### config.mk
export PLATFORM = sky130hd
export DESIGN_NAME = instr_fetch_flat
export DESIGN_NICKNAME = d
export VERILOG_FILES = /design/src/rtl/instr_fetch_if.sv /design/src/rtl/instr_fetch.sv /design/src/flat_wrapper.sv
export SDC_FILE = /design/constraint.sdc
export NUM_CORES = 1
export LEC_CHECK = 0
export CELL_PAD_IN_SITES_DETAIL_PLACEMENT = 1
export CELL_PAD_IN_SITES_GLOBAL_PLACEMENT = 1
export CORE_AREA = 8 8 74 101
export CTS_CLUSTER_DIAMETER = 200
export DETAILED_ROUTE_END_ITERATION = 10
export DIE_AREA = 0 0 82 109
export PLACE_DENSITY = 0.83
export SLEW_MARGIN = 10
export SYNTH_ARGS = -nofsm -noshare
export SYNTH_HDL_FRONTEND = slang
export SYNTH_SLANG_ARGS = --single-unit
### constraint.sdc
create_clock -name Clk -period 3.6 [get_ports Clk]
set_clock_uncertainty 0.2 [all_clocks]
set_input_delay 0.36 -clock Clk [delete_from_list [all_inputs] [get_ports Clk]]
set_output_delay 0.36 -clock Clk [all_outputs]
set_load 0.005 [all_outputs]
### src/rtl/instr_fetch_if.sv
// Fetch-stage bundle: sequencing controls and decoder feedback in, PC/instruction/status out.
// The slave modport is the fetch unit; the master modport is the core/memory side driving it.
interface instr_fetch_if #(
  parameter int PC_WIDTH    = 10,
  parameter int INSTR_WIDTH = 9,
  parameter int CNT_WIDTH   = 16
);
  logic                   Start;
  logic                   Stall;
  logic                   Branch;
  logic                   BranchTaken;
  logic [PC_WIDTH-1:0]    Target;
  logic                   Halt;
  logic [INSTR_WIDTH-1:0] InstrIn;
  logic [PC_WIDTH-1:0]    InstrAddr;
  logic [INSTR_WIDTH-1:0] Instr;
  logic                   InstrValid;
  logic                   Done;
  logic [CNT_WIDTH-1:0]   CycleCount;

  modport master (
    output Start, Stall, Branch, BranchTaken, Target, Halt, InstrIn,
    input  InstrAddr, Instr, InstrValid, Done, CycleCount
  );

  modport slave (
    input  Start, Stall, Branch, BranchTaken, Target, Halt, InstrIn,
    output InstrAddr, Instr, InstrValid, Done, CycleCount
  );
endinterface

### src/rtl/instr_fetch.sv
// Instruction fetch sequencer: PC drives memory, Instr registered one cycle later; taken branch costs one flush cycle.
// Stall freezes PC/Instr/InstrValid for the cycle; Start restarts from PC 0 with priority over everything else.
module instr_fetch #(
  parameter int PC_WIDTH    = 10,
  parameter int INSTR_WIDTH = 9,
  parameter int CNT_WIDTH   = 16
) (
  input  logic         Clk,
  input  logic         Reset_n,
  instr_fetch_if.slave bus
);

  typedef enum logic [1:0] {
    S_IDLE = 2'd0,
    S_RUN  = 2'd1,
    S_DONE = 2'd2
  } state_e;

  localparam logic [PC_WIDTH-1:0]  PC_ONE  = 1;
  localparam logic [CNT_WIDTH-1:0] CNT_ONE = 1;

  state_e                 state_q, state_d;
  logic [PC_WIDTH-1:0]    pc_q, pc_d;
  logic [INSTR_WIDTH-1:0] instr_q, instr_d;
  logic                   vld_q, vld_d;
  logic [CNT_WIDTH-1:0]   cnt_q, cnt_d;

  always_ff @(posedge Clk or negedge Reset_n) begin
    if (!Reset_n) begin
      state_q <= S_IDLE;
      pc_q    <= '0;
      instr_q <= '0;
      vld_q   <= 1'b0;
      cnt_q   <= '0;
    end else begin
      state_q <= state_d;
      pc_q    <= pc_d;
      instr_q <= instr_d;
      vld_q   <= vld_d;
      cnt_q   <= cnt_d;
    end
  end

  always_comb begin
    state_d = state_q;
    pc_d    = pc_q;
    instr_d = instr_q;
    vld_d   = vld_q;
    cnt_d   = cnt_q;

    case (state_q)
      S_IDLE, S_DONE: begin
        if (bus.Start) begin
          state_d = S_RUN;
          pc_d    = '0;
          vld_d   = 1'b0;
          cnt_d   = '0;
        end
      end

      S_RUN: begin
        if (bus.Start) begin
          pc_d  = '0;
          vld_d = 1'b0;
          cnt_d = '0;
        end else begin
          cnt_d = (cnt_q == '1) ? cnt_q : cnt_q + CNT_ONE;
          // Decoder flags only mean something when Instr holds a real instruction.
          if (!bus.Stall) begin
            if (vld_q && bus.Halt) begin
              state_d = S_DONE;
              vld_d   = 1'b0;
            end else if (vld_q && bus.Branch && bus.BranchTaken) begin
              pc_d  = bus.Target;
              vld_d = 1'b0;
            end else begin
              instr_d = bus.InstrIn;
              vld_d   = 1'b1;
              pc_d    = pc_q + PC_ONE;
            end
          end
        end
      end

      default: state_d = S_IDLE;
    endcase
  end

  assign bus.InstrAddr  = pc_q;
  assign bus.Instr      = instr_q;
  assign bus.InstrValid = vld_q;
  assign bus.Done       = (state_q == S_DONE);
  assign bus.CycleCount = cnt_q;

endmodule

### src/flat_wrapper.sv
// flat-port wrapper written by rule: the top's interface ports become plain ports
module instr_fetch_flat 
#(
  parameter int PC_WIDTH    = 10,
  parameter int INSTR_WIDTH = 9,
  parameter int CNT_WIDTH   = 16
)
  (Clk, Reset_n, bus_Start, bus_Stall, bus_Branch, bus_BranchTaken, bus_Target, bus_Halt, bus_InstrIn, bus_InstrAddr, bus_Instr, bus_InstrValid, bus_Done, bus_CycleCount);
  instr_fetch_if #(.PC_WIDTH(PC_WIDTH), .INSTR_WIDTH(INSTR_WIDTH), .CNT_WIDTH(CNT_WIDTH)) bus_i ();
  input  logic Clk;
  input  logic Reset_n;
  input wire logic [$bits(bus_i.Start)-1:0] bus_Start;
  input wire logic [$bits(bus_i.Stall)-1:0] bus_Stall;
  input wire logic [$bits(bus_i.Branch)-1:0] bus_Branch;
  input wire logic [$bits(bus_i.BranchTaken)-1:0] bus_BranchTaken;
  input wire logic [$bits(bus_i.Target)-1:0] bus_Target;
  input wire logic [$bits(bus_i.Halt)-1:0] bus_Halt;
  input wire logic [$bits(bus_i.InstrIn)-1:0] bus_InstrIn;
  output wire logic [$bits(bus_i.InstrAddr)-1:0] bus_InstrAddr;
  output wire logic [$bits(bus_i.Instr)-1:0] bus_Instr;
  output wire logic [$bits(bus_i.InstrValid)-1:0] bus_InstrValid;
  output wire logic [$bits(bus_i.Done)-1:0] bus_Done;
  output wire logic [$bits(bus_i.CycleCount)-1:0] bus_CycleCount;
  assign bus_i.Start = bus_Start;
  assign bus_i.Stall = bus_Stall;
  assign bus_i.Branch = bus_Branch;
  assign bus_i.BranchTaken = bus_BranchTaken;
  assign bus_i.Target = bus_Target;
  assign bus_i.Halt = bus_Halt;
  assign bus_i.InstrIn = bus_InstrIn;
  assign bus_InstrAddr = bus_i.InstrAddr;
  assign bus_Instr = bus_i.Instr;
  assign bus_InstrValid = bus_i.InstrValid;
  assign bus_Done = bus_i.Done;
  assign bus_CycleCount = bus_i.CycleCount;
  instr_fetch #(.PC_WIDTH(PC_WIDTH), .INSTR_WIDTH(INSTR_WIDTH), .CNT_WIDTH(CNT_WIDTH)) u_core (.Clk(Clk), .Reset_n(Reset_n), .bus(bus_i));
endmodule
### Yosys cells after proc, flatten, opt, wreduce, memory -nomap -nowiden

Cells that the tools add are included.

| cells by class | value |
|---|---|
| div/mod/pow operators | 0 |
| shift-type cells | 0 |
| reduce and logical (&&, ||, !) cells | 11 |
| add/subtract/negate cells | 2 |
| multipliers | 0 |
| magnitude comparators | 0 |
| multiplexer cells | 21 |
| bitwise operators | 4 |
| equal/unequal tests | 10 |

Operators by type and width:

| kind | count |
|---|---|
| 2-to-1 mux 10 bit | 5 |
| 2-to-1 mux 16 bit | 3 |
| one-hot mux 16 bit (2 select lines) | 1 |
| one-hot mux 10 bit (2 select lines) | 1 |
| adder 16 x 1 -> 16 bit, second input constant | 1 |
| equality test 16 bit, second input constant | 1 |
| adder 10 x 1 -> 10 bit, second input constant | 1 |
| inequality test 3 bit, second input constant | 3 |
| 2-to-1 mux 2 bit | 4 |
| AND reduction 4 bit | 2 |
| inequality test 2 bit, second input constant | 3 |
| AND reduction 3 bit | 2 |
| 2-to-1 mux 1 bit | 5 |
| AND reduction 5 bit | 1 |
| inverter 1 bit | 4 |
| one-hot mux 2 bit (2 select lines) | 1 |
| logical AND 1 bit | 3 |
| equality test 2 x 1 -> 1 bit, second input constant | 1 |
| equality test 2 bit, second input constant | 1 |
| logical NOT 2 bit | 1 |
| inequality test 2 x 1 -> 1 bit, second input constant | 1 |
| one-hot mux 1 bit (2 select lines) | 1 |
| nonzero test 2 bit | 1 |
| OR reduction 2 bit | 1 |

| word-level totals | value |
|---|---|
| memories kept | 0 |
| logic and storage cells | 53 |
| output and inout port bits | 37 |
| bits in latches | 0 |
| register bits | 38 |
| input bits | 26 |
| bits in read-only memories | 0 |
| memory bits (writable) | 0 |

### Depth between registers and ports, before layout

| depth | value |
|---|---|
| word-level depth | 7 |
| depth in mapped cells | 6 |
| depth with buffers taken out | 5 |

### Worst setup path before layout

Ideal clock, no wire load.

| timing path | value |
|---|---|
| kind | reg-to-reg |
| start point | register u_core.cnt_q[0] (netlist: u_core.bus.CycleCount[0]) |
| end point | register u_core.cnt_q[0] (netlist: u_core.bus.CycleCount[0]) |
| arrival | 1.716 ns |
| stages on the path, launching flop included | 7 |
| period minus slack after synthesis | 2.043 ns |
| data required time | 3.272 ns |
| path buffers | 1 |
| setup time | 0.128 ns |
| setup slack | 1.557 ns |
| cell sequence | dfrtp_1 ha_1 and3_1 and3_1 buf_4 a21oi_4 mux2_1 |

| between the ends | value |
|---|---|
| longest elaborated chain between the ends | 4 |
| elaborated cells between the ends (all ways) | 7 |
| those cells by class | 1 x add/sub; 2 x eq/ne; 3 x mux; 1 x reduce/logical |

RTL lines:

| item | RTL line | source |
|---|---|---|
| from (decl) | instr_fetch.sv:26 | `logic [CNT_WIDTH-1:0] cnt_q, cnt_d;` |
| from (signal assigned) | instr_fetch.sv:40 | `cnt_q <= cnt_d;` |
| adder 16 x 1 -> 16 bit | instr_fetch.sv:67 | `cnt_d = (cnt_q == '1) ? cnt_q : cnt_q + CNT_ONE;` |
| 2-to-1 mux 16 bit | instr_fetch.sv:67 |  |
| 2-to-1 mux 16 bit | instr_fetch.sv:62 | `if (bus.Start) begin` |
| one-hot mux 16 bit (2 select lines) | instr_fetch.sv:51 | `case (state_q)` |

Parallel ways exist; a longest one is shown, timed or not. The select of a mux whose other input is x is not followed.
A chain may end at the register's enable or synchronous reset.

### Final worst setup path

Ends and elaborated chain as after synthesis.

==> impl_metrics.json <==
{
  "die_w_um": 82,
  "clk_path_buf_depth": 2,
  "cts-root-buf": "clkbuf_8",
  "outcome": "complete, but fails checks",
  "design_area_um2": 3040,
  "cts-resized-gates": 0,
  "p_int_mw": 1.15,
  "wl_um": 7080,
  "grt_util_all_layers_pct": 16.1,
  "rrSetupSlack_ns": 1.33,
  "r2r_end": "u_core.bus.CycleCount[0]",
  "r2r_cells": 5,
  "crit_fanout": 8,
  "worstHoldPathType": "input pin to asynchronous set/reset pin",
  "cts_max_level": 2,
  "syn-instance-count": 223,
  "fillers": 701,
  "tns_ns": 0,
  "period_needed_ns": 2.27,
  "yosys.area.top_type": "dfrtp_1",
  "drive_gt1_share_pct": 10.9,
  "postCtsSetupRepairBufs": 0,
  "die_h_um": 109,
  "drc": 0,
  "pwr-share-comb_pct": 36.9,
  "port_buffers": 62,
  "worstSkewPairLatency_ns": 0.29,
  "layout_setup_ws_ns": 1.33,
  "place_hpwl_um": 5030,
  "first_pass_iters": 4,
  "synth_edf_count": 0,
  "cp-end-kind": "flip-flop",
  "wire_per_inst_um": 19.9,
  "antenna_found_initial": 0,
  "fin_hold_ws_ns": -0.0229,
  "io_pins": 63,
  "vias_per_cell": 5.76,
  "core_area_um2": 6040,
  "ant_nets": 0,
  "clock-sinks": 38,
  "finalMaxSlewViolations": 0,
  "overflow": 0,
  "yosys.cell_types.count": 56,
  "yosysTopAreaCellShare_pct": 42.4,
  "yosys-top-cells-area": "dfrtp_1 (42%), mux2_4 (6.0%), nand2_1 (3.7%)",
  "fin_crit_sh_pct": 63.1,
  "setup_viol": 0,
  "num_vias": 2050,
  "relSlewSlack_pct": 40.2,
  "antenna_cells": 0,
  "maxCapViolations": 0,
  "netlist_area_um2": 2240,
  "synth_nets": 251,
  "grt_pass1_wl_um": 11300,
  "yosysWarnings": 0,
  "syn_to_final_growth_pct": 35.5,
  "worst_pin_slew_ns": 0.897,
  "postCtsHoldBufs": 0,
  "clock.fmax_ghz": 0.440,
  "rows": 34,
  "p_leak_nw": 1.25,
  "grt_max_degree": 39,
  "path_clk_slew_ns": 0.09,
  "dp_slack_ns": 1.12,
  "synth-async-reset-ratio_pct": 100,
  "avgSynthCellArea_um2": 10.1,
  "place_congestion": 0.812,
  "path_class": "flip-flop to flip-flop",
  "numCtsBuffers": 5,
  "switchingPower_mw": 0.555,
  "violations": "hold timing",
  "synth_ff_type": "dfrtp_1",
  "rsz0062_at_grt": "no",
  "nets": 311,
  "first_iter_violations": 101,
  "cp.arrival_ns": 2.25,
  "final_cells": 356,
  "ys_ff_latch": 38,
  "pwr-share-clk_pct": 26.0,
  "final_hold_viol_count": 31,
  "grt_pass1_vias": 2174,
  "vdd_drop_max_mv": 0.303,
  "die-area_um2": 8940,
  "cts_tree": "built",
  "p_seq_share_pct": 37.1,
  "placed_cells": 348,
  "initial_core_util_pct": 37.2,
  "cp.required_ns": 3.58,
  "dpl-instance-area_um2": 2900,
  "p_per_area_nw_per_um2": 562,
  "r2r_start": "u_core.bus.CycleCount[0]",
  "yosysSeqAreaShare_pct": 42.4,
  "cp-start-kind": "flip-flop",
  "p_sw_share_pct": 32.5
}
==> per-layer routing <==
layer | track usage (%) | vias up | part of all wire [%] | wire, um
li1 | - | 963 | - | -
met3 | 2.15 | 11 | 4.0 | 281
met2 | 29.7 | 52 | 55 | 3890
met4 | 5.92 | 0 | 1.6 | 110
met5 | 0 | - | 0 | 0
met1 | 17.9 | 1024 | 39 | 2790
==> cells in the mapped netlist, drive strengths merged, types with 2 or more instances <==
| master | count |
|---|---|
| nand3 | 9 |
| clkbuf | 3 |
| ha | 2 |
| o21a | 3 |
| inv | 8 |
| o22ai | 3 |
| nand2 | 23 |
| buf | 8 |
| dfrtp | 38 |
| nand4 | 2 |
| a31oi | 3 |
| o21ai | 9 |
| nor3b | 2 |
| or4 | 2 |
| and3 | 11 |
| a21oi | 18 |
| a311oi | 2 |
| o211ai | 2 |
| nand2b | 3 |
| nor2 | 7 |
| o31ai | 8 |
| o31a | 4 |
| nor2b | 3 |
| and4 | 4 |
| nor3 | 6 |
| a211oi | 4 |
| mux2i | 5 |
| nor4 | 3 |
| or3 | 3 |
| mux2 | 10 |
==> layout by cell type, fill, tap and decap left out, types with 4 or more instances in the layout <==
| master | instances |
|---|---|
| inv_1 | 8 |
| o31a_1 | 4 |
| nand3_1 | 9 |
| and3_1 | 10 |
| nor2_1 | 6 |
| o21ai_1 | 4 |
| mux2_4 | 9 |
| nor3_1 | 6 |
| mux2i_1 | 5 |
| a21oi_1 | 16 |
| clkdlybuf4s50_1 | 61 |
| o31ai_1 | 8 |
| clkbuf_8 | 5 |
| a211oi_1 | 4 |
| dfrtp_1 | 38 |
| o21ai_0 | 5 |
| nand2_1 | 22 |
==> critical path: stages, from the launching register on <==
cell and delay (ns):
dfrtp_1 0.45, ha_1 0.27, and3_1 0.26, and3_1 0.32, a21oi_4 0.31, mux2_1 0.35
==> stage by stage <==
stage                     util (%)  power, mW  hold WS [ns]
after floorplan                  -      0.963        -0.136
after global placement        48.1       1.24         0.299
after detailed placement      48.1       1.27         0.294
after CTS                     50.3       1.72        0.0188
after global routing          50.3       1.79        0.0577
final                         50.3       1.71       -0.0229
==> worst max path at each step <==
stage                                  start                        to  cells past startpoint
finish              u_core.bus.CycleCount[0]  u_core.bus.CycleCount[0]                      5
global route         u_core.bus.InstrAddr[0]   u_core.bus.InstrAddr[8]                      5
CTS                 u_core.bus.CycleCount[0]  u_core.bus.CycleCount[0]                      5
detailed placement                 bus_Start       u_core.bus.Instr[1]                      5
global placement                   bus_Start       u_core.bus.Instr[6]                      5
floorplan           u_core.bus.CycleCount[0]  u_core.bus.CycleCount[0]                      6
==> power by group through the flow <==
| stage | Clock, mW | Combinational [mW] | Sequential (mW) |
|---|---|---|---|
| finish | 0.444 | 0.630 | 0.634 |
| global route | 0.465 | 0.677 | 0.644 |
| CTS | 0.452 | 0.638 | 0.630 |
| detailed placement | 0 | 0.631 | 0.636 |
| global placement | 0 | 0.609 | 0.632 |
| floorplan | 0 | 0.352 | 0.611 |
==> state kept, by name (all words and copies together) (netlist names) <==
signal,count
u_core.bus.InstrValid,1
u_core.bus.InstrAddr,10
u_core.state_q,2
u_core.bus.CycleCount,16
u_core.bus.Instr,9
==> logic make-up (layout without fill, tap and decap cells) <==
| kind of cell | after synthesis | in the layout | share of synthesized area [%] |
|---|---|---|---|
| simple gates | 84 | 84 | 22.6 |
| compound gates | 65 | 65 | 21.1 |
| flops | 38 | 38 | 42.4 |
| buf+inv | 19 | 80 | 4.12 |
| mux | 15 | 15 | 8.75 |
| fa+ha+maj | 2 | 2 | 1.11 |
==> final cells by class <==
class | count | area, um^2 | share of cell area [%]
clock inverter | 3 | 68.8 | 2.26
clock buffer | 5 | 68.8 | 2.26
multi-input combinational | 166 | 1200 | 39.5
timing repair buffer | 64 | 631 | 20.7
inverter | 8 | 30.0 | 0.988
sequential | 38 | 951 | 31.3
tap | 72 | 90.1 | 2.96
(Power assumes the default switching activity.)
